$ cat config.mk
export PLATFORM = sky130hd
export DESIGN_NAME = btn_event_ctrl
export DESIGN_NICKNAME = d
export VERILOG_FILES = /design/src/rtl/btn_event_ctrl.sv
export SDC_FILE = /design/constraint.sdc
export NUM_CORES = 1
export LEC_CHECK = 0
export CAP_MARGIN = 20
export CORE_MARGIN = 3
export CORE_UTILIZATION = 60
export CTS_BUF_LIST = sky130_fd_sc_hd__clkbuf_4 sky130_fd_sc_hd__clkbuf_8
export DETAILED_ROUTE_END_ITERATION = 10
export GPL_TIMING_DRIVEN = 0
export PLACE_DENSITY = 0.77
export SLEW_MARGIN = 30
export SYNTH_ARGS = -nofsm -noshare
export SYNTH_HDL_FRONTEND = slang
export SYNTH_SLANG_ARGS = --single-unit
$ cat constraint.sdc
create_clock -name CLK -period 8.5 [get_ports CLK]
set_input_delay 1.275 -clock CLK [delete_from_list [all_inputs] [get_ports CLK]]
set_output_delay 1.275 -clock CLK [all_outputs]
set_load 0.05 [all_outputs]
$ cat src/rtl/btn_event_ctrl.sv
// Button event controller: press/auto-repeat detection, per-button pending latch,
// round-robin arbitration into a first-word fall-through event FIFO.
module btn_event_ctrl #(
  parameter int          N_BTN      = 5,
  parameter int          FIFO_DEPTH = 4,
  parameter int unsigned REPEAT_DLY = 50000000,
  parameter int unsigned REPEAT_PER = 10000000,
  localparam int         IDW        = $clog2(N_BTN)
) (
  input  logic             CLK,
  input  logic             RST,
  input  logic [N_BTN-1:0] BTN_I,
  output logic             EVT_VALID,
  output logic [IDW-1:0]   EVT_ID,
  output logic             EVT_REP,
  input  logic             EVT_READY,
  output logic [N_BTN-1:0] PENDING_O,
  output logic             DROP_O,
  input  logic             CLR_DROP
);

  localparam int AW = $clog2(FIFO_DEPTH);
  localparam logic [31:0] DLY_LOAD = 32'(REPEAT_DLY - 1);
  localparam logic [31:0] PER_LOAD = 32'(REPEAT_PER - 1);

  logic [N_BTN-1:0]          btn_q;
  logic [N_BTN-1:0]          press;
  logic [N_BTN-1:0]          rep_fire;
  logic [N_BTN-1:0]          evt;
  logic [N_BTN-1:0]          drop_vec;
  logic [N_BTN-1:0]          pending;
  logic [N_BTN-1:0]          rep_flag;
  logic [N_BTN-1:0]          grant_vec;
  logic [N_BTN-1:0][31:0]    rep_cnt;
  logic [IDW-1:0]            rr_ptr;
  logic [IDW-1:0]            grant_id;
  logic                      grant_ok;
  logic [FIFO_DEPTH-1:0][IDW:0] mem;
  logic [AW-1:0]             wr_ptr;
  logic [AW-1:0]             rd_ptr;
  logic [AW:0]               count;
  logic                      pop;
  logic                      can_push;

  // Repeat timer is a down-counter: loaded on press, fires at terminal count 0.
  always_comb begin
    press    = BTN_I & ~btn_q;
    rep_fire = '0;
    for (int i = 0; i < N_BTN; i++) begin
      rep_fire[i] = (REPEAT_DLY != 0) && BTN_I[i] && !press[i] && (rep_cnt[i] == 32'd0);
    end
    evt      = press | rep_fire;
    drop_vec = evt & pending & ~grant_vec;
  end

  always_ff @(posedge CLK) begin
    if (RST) begin
      btn_q   <= '0;
      rep_cnt <= '0;
    end else begin
      btn_q <= BTN_I;
      for (int i = 0; i < N_BTN; i++) begin
        if (press[i])
          rep_cnt[i] <= DLY_LOAD;
        else if (!BTN_I[i])
          rep_cnt[i] <= '0;
        else if (rep_fire[i])
          rep_cnt[i] <= PER_LOAD;
        else if (rep_cnt[i] != 32'd0)
          rep_cnt[i] <= rep_cnt[i] - 32'd1;
      end
    end
  end

  assign pop      = EVT_VALID & EVT_READY;
  assign can_push = (count != (AW+1)'(FIFO_DEPTH)) | pop;

  always_comb begin
    int idx;
    grant_vec = '0;
    grant_id  = '0;
    grant_ok  = 1'b0;
    idx       = 0;
    if (can_push) begin
      for (int o = 0; o < N_BTN; o++) begin
        idx = (int'(rr_ptr) + o) % N_BTN;
        if (!grant_ok && pending[idx]) begin
          grant_ok       = 1'b1;
          grant_id       = IDW'(idx);
          grant_vec[idx] = 1'b1;
        end
      end
    end
  end

  // A new event wins over a same-cycle grant clear; the old event is already being queued.
  always_ff @(posedge CLK) begin
    if (RST) begin
      pending  <= '0;
      rep_flag <= '0;
      DROP_O   <= 1'b0;
      rr_ptr   <= '0;
    end else begin
      for (int i = 0; i < N_BTN; i++) begin
        if (evt[i] && !drop_vec[i]) begin
          pending[i]  <= 1'b1;
          rep_flag[i] <= rep_fire[i];
        end else if (grant_vec[i]) begin
          pending[i] <= 1'b0;
        end
      end
      if (|drop_vec)
        DROP_O <= 1'b1;
      else if (CLR_DROP)
        DROP_O <= 1'b0;
      if (grant_ok)
        rr_ptr <= (grant_id == IDW'(N_BTN - 1)) ? '0 : grant_id + IDW'(1);
    end
  end

  always_ff @(posedge CLK) begin
    if (RST) begin
      mem    <= '0;
      wr_ptr <= '0;
      rd_ptr <= '0;
      count  <= '0;
    end else begin
      if (grant_ok) begin
        mem[wr_ptr] <= {rep_flag[grant_id], grant_id};
        wr_ptr      <= wr_ptr + AW'(1);
      end
      if (pop)
        rd_ptr <= rd_ptr + AW'(1);
      case ({grant_ok, pop})
        2'b10:   count <= count + (AW+1)'(1);
        2'b01:   count <= count - (AW+1)'(1);
        default: count <= count;
      endcase
    end
  end

  assign EVT_VALID = (count != '0);
  assign EVT_ID    = mem[rd_ptr][IDW-1:0];
  assign EVT_REP   = mem[rd_ptr][IDW];
  assign PENDING_O = pending;

endmodule

# Yosys cells after proc, flatten, opt, wreduce, memory -nomap -nowiden

Index checks and enable logic that the tools add are counted.

Bits in read-only memories: 0
Bits in writable memories: 0
Latch bits: 0
Input bits: 9
Memories kept: 0
Register bits after elaboration: 202

Multiplexer cells: 92
Bitwise operators: 17
Add/subtract/negate cells: 14
Divide/modulo/power cells: 5
Multipliers: 0
Eq/ne operators: 9
Reductions and logical operators: 73
Magnitude comparators: 14
Shift-type cells: 0

Operator list:

| cell                                                                                  | count |
|---|---|
| 26-bit 2-to-1 mux                                                                     | 20 |
| 32-bit by 1-bit greater-or-equal comparator with 1-bit output (second input constant) | 5 |
| 32-bit logical NOT                                                                    | 5 |
| 32-bit by 5-bit less-than comparator with 1-bit output (second input constant)        | 5 |
| 32-bit nonzero test                                                                   | 5 |
| 32-bit by 1-bit subtractor with 32-bit output (second input constant)                 | 5 |
| 32-bit by 4-bit remainder unit with 32-bit output (second input constant)             | 4 |
| 5-bit 2-to-1 mux                                                                      | 10 |
| 1-bit 2-to-1 mux                                                                      | 38 |
| 4-bit by 4-bit remainder unit with 32-bit output (second input constant)              | 1 |
| 1-bit logical AND                                                                     | 25 |
| 5-bit OR                                                                              | 5 |
| 2-bit nonzero test                                                                    | 12 |
| 3-bit 2-to-1 mux                                                                      | 7 |
| 4-bit by 1-bit != test with 1-bit output (second input constant)                      | 5 |
| 4-bit OR reduction                                                                    | 5 |
| 1-bit binary-select mux with 3-bit select                                             | 6 |
| 16-bit bitwise mux                                                                    | 1 |
| 5-bit AND                                                                             | 3 |
| 1-bit demux with 3-bit select                                                         | 5 |
| 3-bit OR reduction                                                                    | 5 |
| 1-bit logical NOT                                                                     | 14 |
| 5-bit inverter                                                                        | 2 |
| 3-bit by 2-bit adder with 4-bit output (second input constant)                        | 2 |
| 21 further kinds                                                                      | 29 |

# Longest topological paths before layout

Depth in word-level cells: 27
Mapped depth: 29
Gate-level depth less buffers: 24

# Least setup slack after synthesis

No wires, ideal clock.

Path kind: reg-to-reg
From: reg rr_ptr[0]
To: reg count[2]
Library setup time: 70 ps
Setup slack: 2483 ps
Arrival time: 5946 ps
Buffers on the path: 6
Stages on the path, launching flop included: 29
Data required time: 8430 ps
Period minus slack after synthesis: 6017 ps
Cells stage by stage: dfxtp_1 -> buf_2 -> inv_1 -> clkbuf_1 -> ha_1 -> buf_2 -> inv_1 -> clkbuf_1 -> ha_1 -> or3_1 -> buf_2 -> and3_1 -> or2_4 -> ha_1 -> nor2b_1 -> o22ai_2 -> xnor2_1 -> o211a_1 -> a21oi_1 -> nor4_1 -> nor2_1 -> clkbuf_1 -> inv_1 -> ha_1 -> inv_1 -> fa_1 -> xor2_1 -> or3_1 -> a21oi_1

Word-level cells in the longest chain between the ends: 24
Elaborated cells between the ends (all ways): 46
Those cells by class: add/sub: 4; div: 5; eq/ne: 2; mux: 26; reduce/logical: 9

Ends and longest elaborated chain:

| what                                                                                         | line | RTL |
|---|---|---|
| start: declaration                                                                           | 35   | `logic [IDW-1:0] rr_ptr;` |
| start signal: assignment                                                                     | 117  | `rr_ptr <= (grant_id == IDW'(N_BTN - 1)) ? '0 : grant_id + IDW'(1);` |
| branches (longest 20 deep; another with 32-bit by 4-bit remainder unit with 32-bit output)   | --   |  |
| 1-bit 2-to-1 mux (*)                                                                         | 87   | `if (!grant_ok && pending[idx]) begin` |
| 1-bit 2-to-1 mux (*)                                                                         | 84   | `if (can_push) begin` |
| 2-bit by 1-bit equality test with 1-bit output / 2-bit equality test (equally long branches) | 134  | `case ({grant_ok, pop})` |
| 3-bit case mux with 2 select lines / 2-bit nonzero test (equally long branches)              | --   |  |
| end signal: assignment                                                                       | 135  | `2'b10: count <= count + (AW+1)'(1);` |
| end signal: assignment                                                                       | 136  | `2'b01: count <= count - (AW+1)'(1);` |
| end signal: assignment                                                                       | 137  | `default: count <= count;` |
| end: declaration                                                                             | 41   | `logic [AW:0] count;` |

Mark *: on every way between the ends. The select of a mux whose other input is x is not followed.
A chain may end at the register's enable or synchronous reset.

# Worst setup path in the final report

Ends and elaborated chain as after synthesis.

==> impl_metrics.yaml <==
status:
  status: "finished, final reports clean"
setup_path:
  path_max_fanout: 13
  r2r_cells: 28
  cp-end-kind: "register"
  critical-path-slowest-cell: "dfxtp_1"
  slowest_delay_ns: 0.62
  cp-start-kind: "register"
  cp_data_required_time_ns: 8.96
  cp_data_arrival_time_ns: 7.88
  crit_type: "register to register"
placed_design:
  place_worst_setup_slack_ns: 1.27
  port_buffers: 18
  gp_congestion: 0.942
  dp_hpwl_mm: 18.5
grt:
  track_usage_pct: 25.7
  grt_overflow: 0
  grt_pass1_wl_mm: 44.5
  grt_max_degree: 14
  antenna_found_initial: 0
  first_global_vias: 9559
sta:
  final-max-slew-violation-count: 0
  rsz0062_at_grt: "no"
  setup_viol: 0
  post-route-min-period_ns: 7.42
  tightest_slew_ns: 0.980
  fin_setup_tns_ns: 0
  fmax_ghz: 0.135
  slew-limit-headroom_pct: 34.5
  clock-skew-final_ns: 0.0181
  fin_ws_ns: 1.08
  hold_viol: 0
  post-route-period-util_pct: 87.3
route:
  wire_per_inst_um: 15.7
  first_iter_violations: 460
  postRouteAntennaNets: 0
  first_pass_iters: 5
  routed_wl_mm: 26.1
  via_count: 9981
  via_per_inst: 6.00
  drc: 0
power:
  power_density_mw_per_mm2: 330
  power_mw: 4.11
  peakVddDrop_mv: 0.249
  cellLeakagePower_nw: 4.85
clock_network:
  clk_pin_slew_worst_paths_ns: 0.06
  cts.repair.resized: 0
  clk_path_buf_depth: 3
  insertion_delay_ns: 0.53
  cts_tree: "built"
  cts.sinks: 202
  cts_max_level: 2
  clockRootBuffer: "clkbuf_8"
  hold_buffers: 0
  post_cts_buffers: 0
  cts-buffers-inserted: 35
floorplanning:
  die_h_um: 143
  die_width_um: 143
  rows: 49
  boundaryPins: 20
  die-area_mm2: 0.0204
  initial_core_util_pct: 61.9
  design.core.area_mm2: 0.0181
layout:
  syn2layout_area_growth_pct: 10.9
  num_antenna_cells: 0
  fill_cells: 1535
  final_nets: 1457
  drive_above_1_share_pct: 7.74
worst_hold_path:
  hp-class: "register to register"
  whs_path_depth: 2
logic_synthesis:
  synthFlopType: "dfxtp_1"
  ys_seq_elements: 202
  synth.top_cell.area_share_pct: 36.0
  synth_seq_area_share_pct: 36.0
  yosys_warnings: 0
  synth_cell_types: 84
  syn-cell-area_mm2: 0.0112
  syn_inst: 1355
  async_flop_share_pct: 0
  synth_area_leader_cell: "dfxtp_1"
  synth.avg_cell_area_um2: 8.29
  synth.area.top_cells: "dfxtp_1 36%, xnor2_1 6.4%, a21oi_1 6.0%"
  synth_edf_count: 0
  syn-num-nets: 1402
job:
  maxCapViolCount: 0
kinds of logic after synthesis:
family                   after synthesis  share of synthesized area (%)
XOR/XNOR                             133                           10.4
buffers and inverters                102                           3.55
multiplexers                          33                           3.58
AO/OA/AOI/OAI                        309                           18.1
AND/OR/NAND/NOR                      538                           24.1
flip-flops                           202                           36.0
adder cells (fa/ha/maj)               38                           4.30
power by group:
part	switching (mW)	total, mW	leakage (nW)	internal (mW)
Sequential	0.0787	1.11	1.66	1.03
Combinational	1.30	2.07	2.79	0.770
Clock	0.398	0.934	0.400	0.536
Total	1.77	4.11	4.85	2.34
critical path: cells and delay by family, from the launching register on:
family | cells | cell delay (ns)
buf+inv | 10 | 2.10
simple gates | 7 | 1.70
fa+ha+maj | 5 | 1.60
compound gates | 4 | 0.82
flops | 1 | 0.62
xor+xnor | 2 | 0.50
registers in the layout, indices dropped and copies added, names as in the netlist, 3 cells and up:
signal / cells
PENDING_O: 5
btn_q: 5
count: 3
mem: 16
rep_cnt: 160
rep_flag: 5
rr_ptr: 3
per-layer routing:
layer  wire [um]  up-vias  track usage [%]
met5           0        -                0
met4         665        0             9.25
met3        1430       69             4.52
met2       12200      271             42.5
met1       11800     4663             33.9
li1            -     4978                -
placed cells by master, fill, tap and decap left out, types with 5 or more instances in the layout:
| cell type | n |
|---|---|
| nor3_1 | 47 |
| clkbuf_4 | 10 |
| a211oi_1 | 8 |
| o21a_1 | 9 |
| nand3_1 | 24 |
| clkbuf_8 | 43 |
| a21oi_1 | 134 |
| and3_1 | 5 |
| o31ai_1 | 12 |
| a211o_1 | 8 |
| or4_1 | 24 |
| clkinv_2 | 5 |
| mux2i_1 | 24 |
| nor4_1 | 38 |
| xnor2_1 | 82 |
| inv_1 | 50 |
| ha_1 | 37 |
| mux4_2 | 5 |
| o21ai_0 | 39 |
| or2_2 | 9 |
| and2_1 | 8 |
| a311oi_1 | 7 |
| nand4_1 | 12 |
| xor2_1 | 51 |
| buf_2 | 7 |
| nand3b_1 | 7 |
| nor2b_1 | 14 |
| dfxtp_1 | 202 |
| a31oi_1 | 16 |
| o41ai_1 | 6 |
| nor2_1 | 177 |
| clkdlybuf4s50_1 | 18 |
| nand2_1 | 95 |
| o211ai_1 | 10 |
| clkbuf_1 | 38 |
| nand2b_1 | 25 |
| or3_1 | 27 |
path summary, 6_finish.rpt:
check | endpoint | start | slack (ns)
hold reg to reg | mem[11]$_SDFFE_PP0P_ | mem[11]$_SDFFE_PP0P_ | 0.47
setup reg to reg | count[2]$_SDFFE_PP0P_ | rr_ptr[0]$_SDFFE_PP0P_ | 1.08
hold / removal | mem[11]$_SDFFE_PP0P_ | mem[11]$_SDFFE_PP0P_ | 0.47
setup / recovery | count[2]$_SDFFE_PP0P_ | rr_ptr[0]$_SDFFE_PP0P_ | 1.08
synth_stat cells (25+ instances only):
master and count:
nor3_1 47, nor4_1 38, nand2_1 95, dfxtp_1 202, inv_1 50, nor2_1 177
clkbuf_1 38, a21oi_1 134, or3_1 27, xor2_1 51, ha_1 37, xnor2_1 82
o21ai_0 39, nand2b_1 25
cell type report:
class,count,area [um2],share of cell area [%]
Buffer,49,200,1.61
Clock buffer,53,667,5.35
Clock inverter,9,87.6,0.703
Inverter,53,199,1.60
Multi-Input combinational cell,1051,6790,54.5
Sequential cell,202,4040,32.5
Tap cell,229,287,2.30
Timing Repair Buffer,18,180,1.45
through the flow:
stage	util [%]	instances	hold slack (ns)	cell area, um2
6_report	68.6	1664	0.467	12500
5_1_grt	68.6	1664	0.488	12500
4_1_cts	68.6	1664	0.464	12500
3_5_place_dp	64.5	1602	0.458	11700
3_3_place_gp	64.5	1602	0.449	11700
2_1_floorplan	-	1355	0.433	11200
No activity file was read; power rests on OpenSTA's default activity.
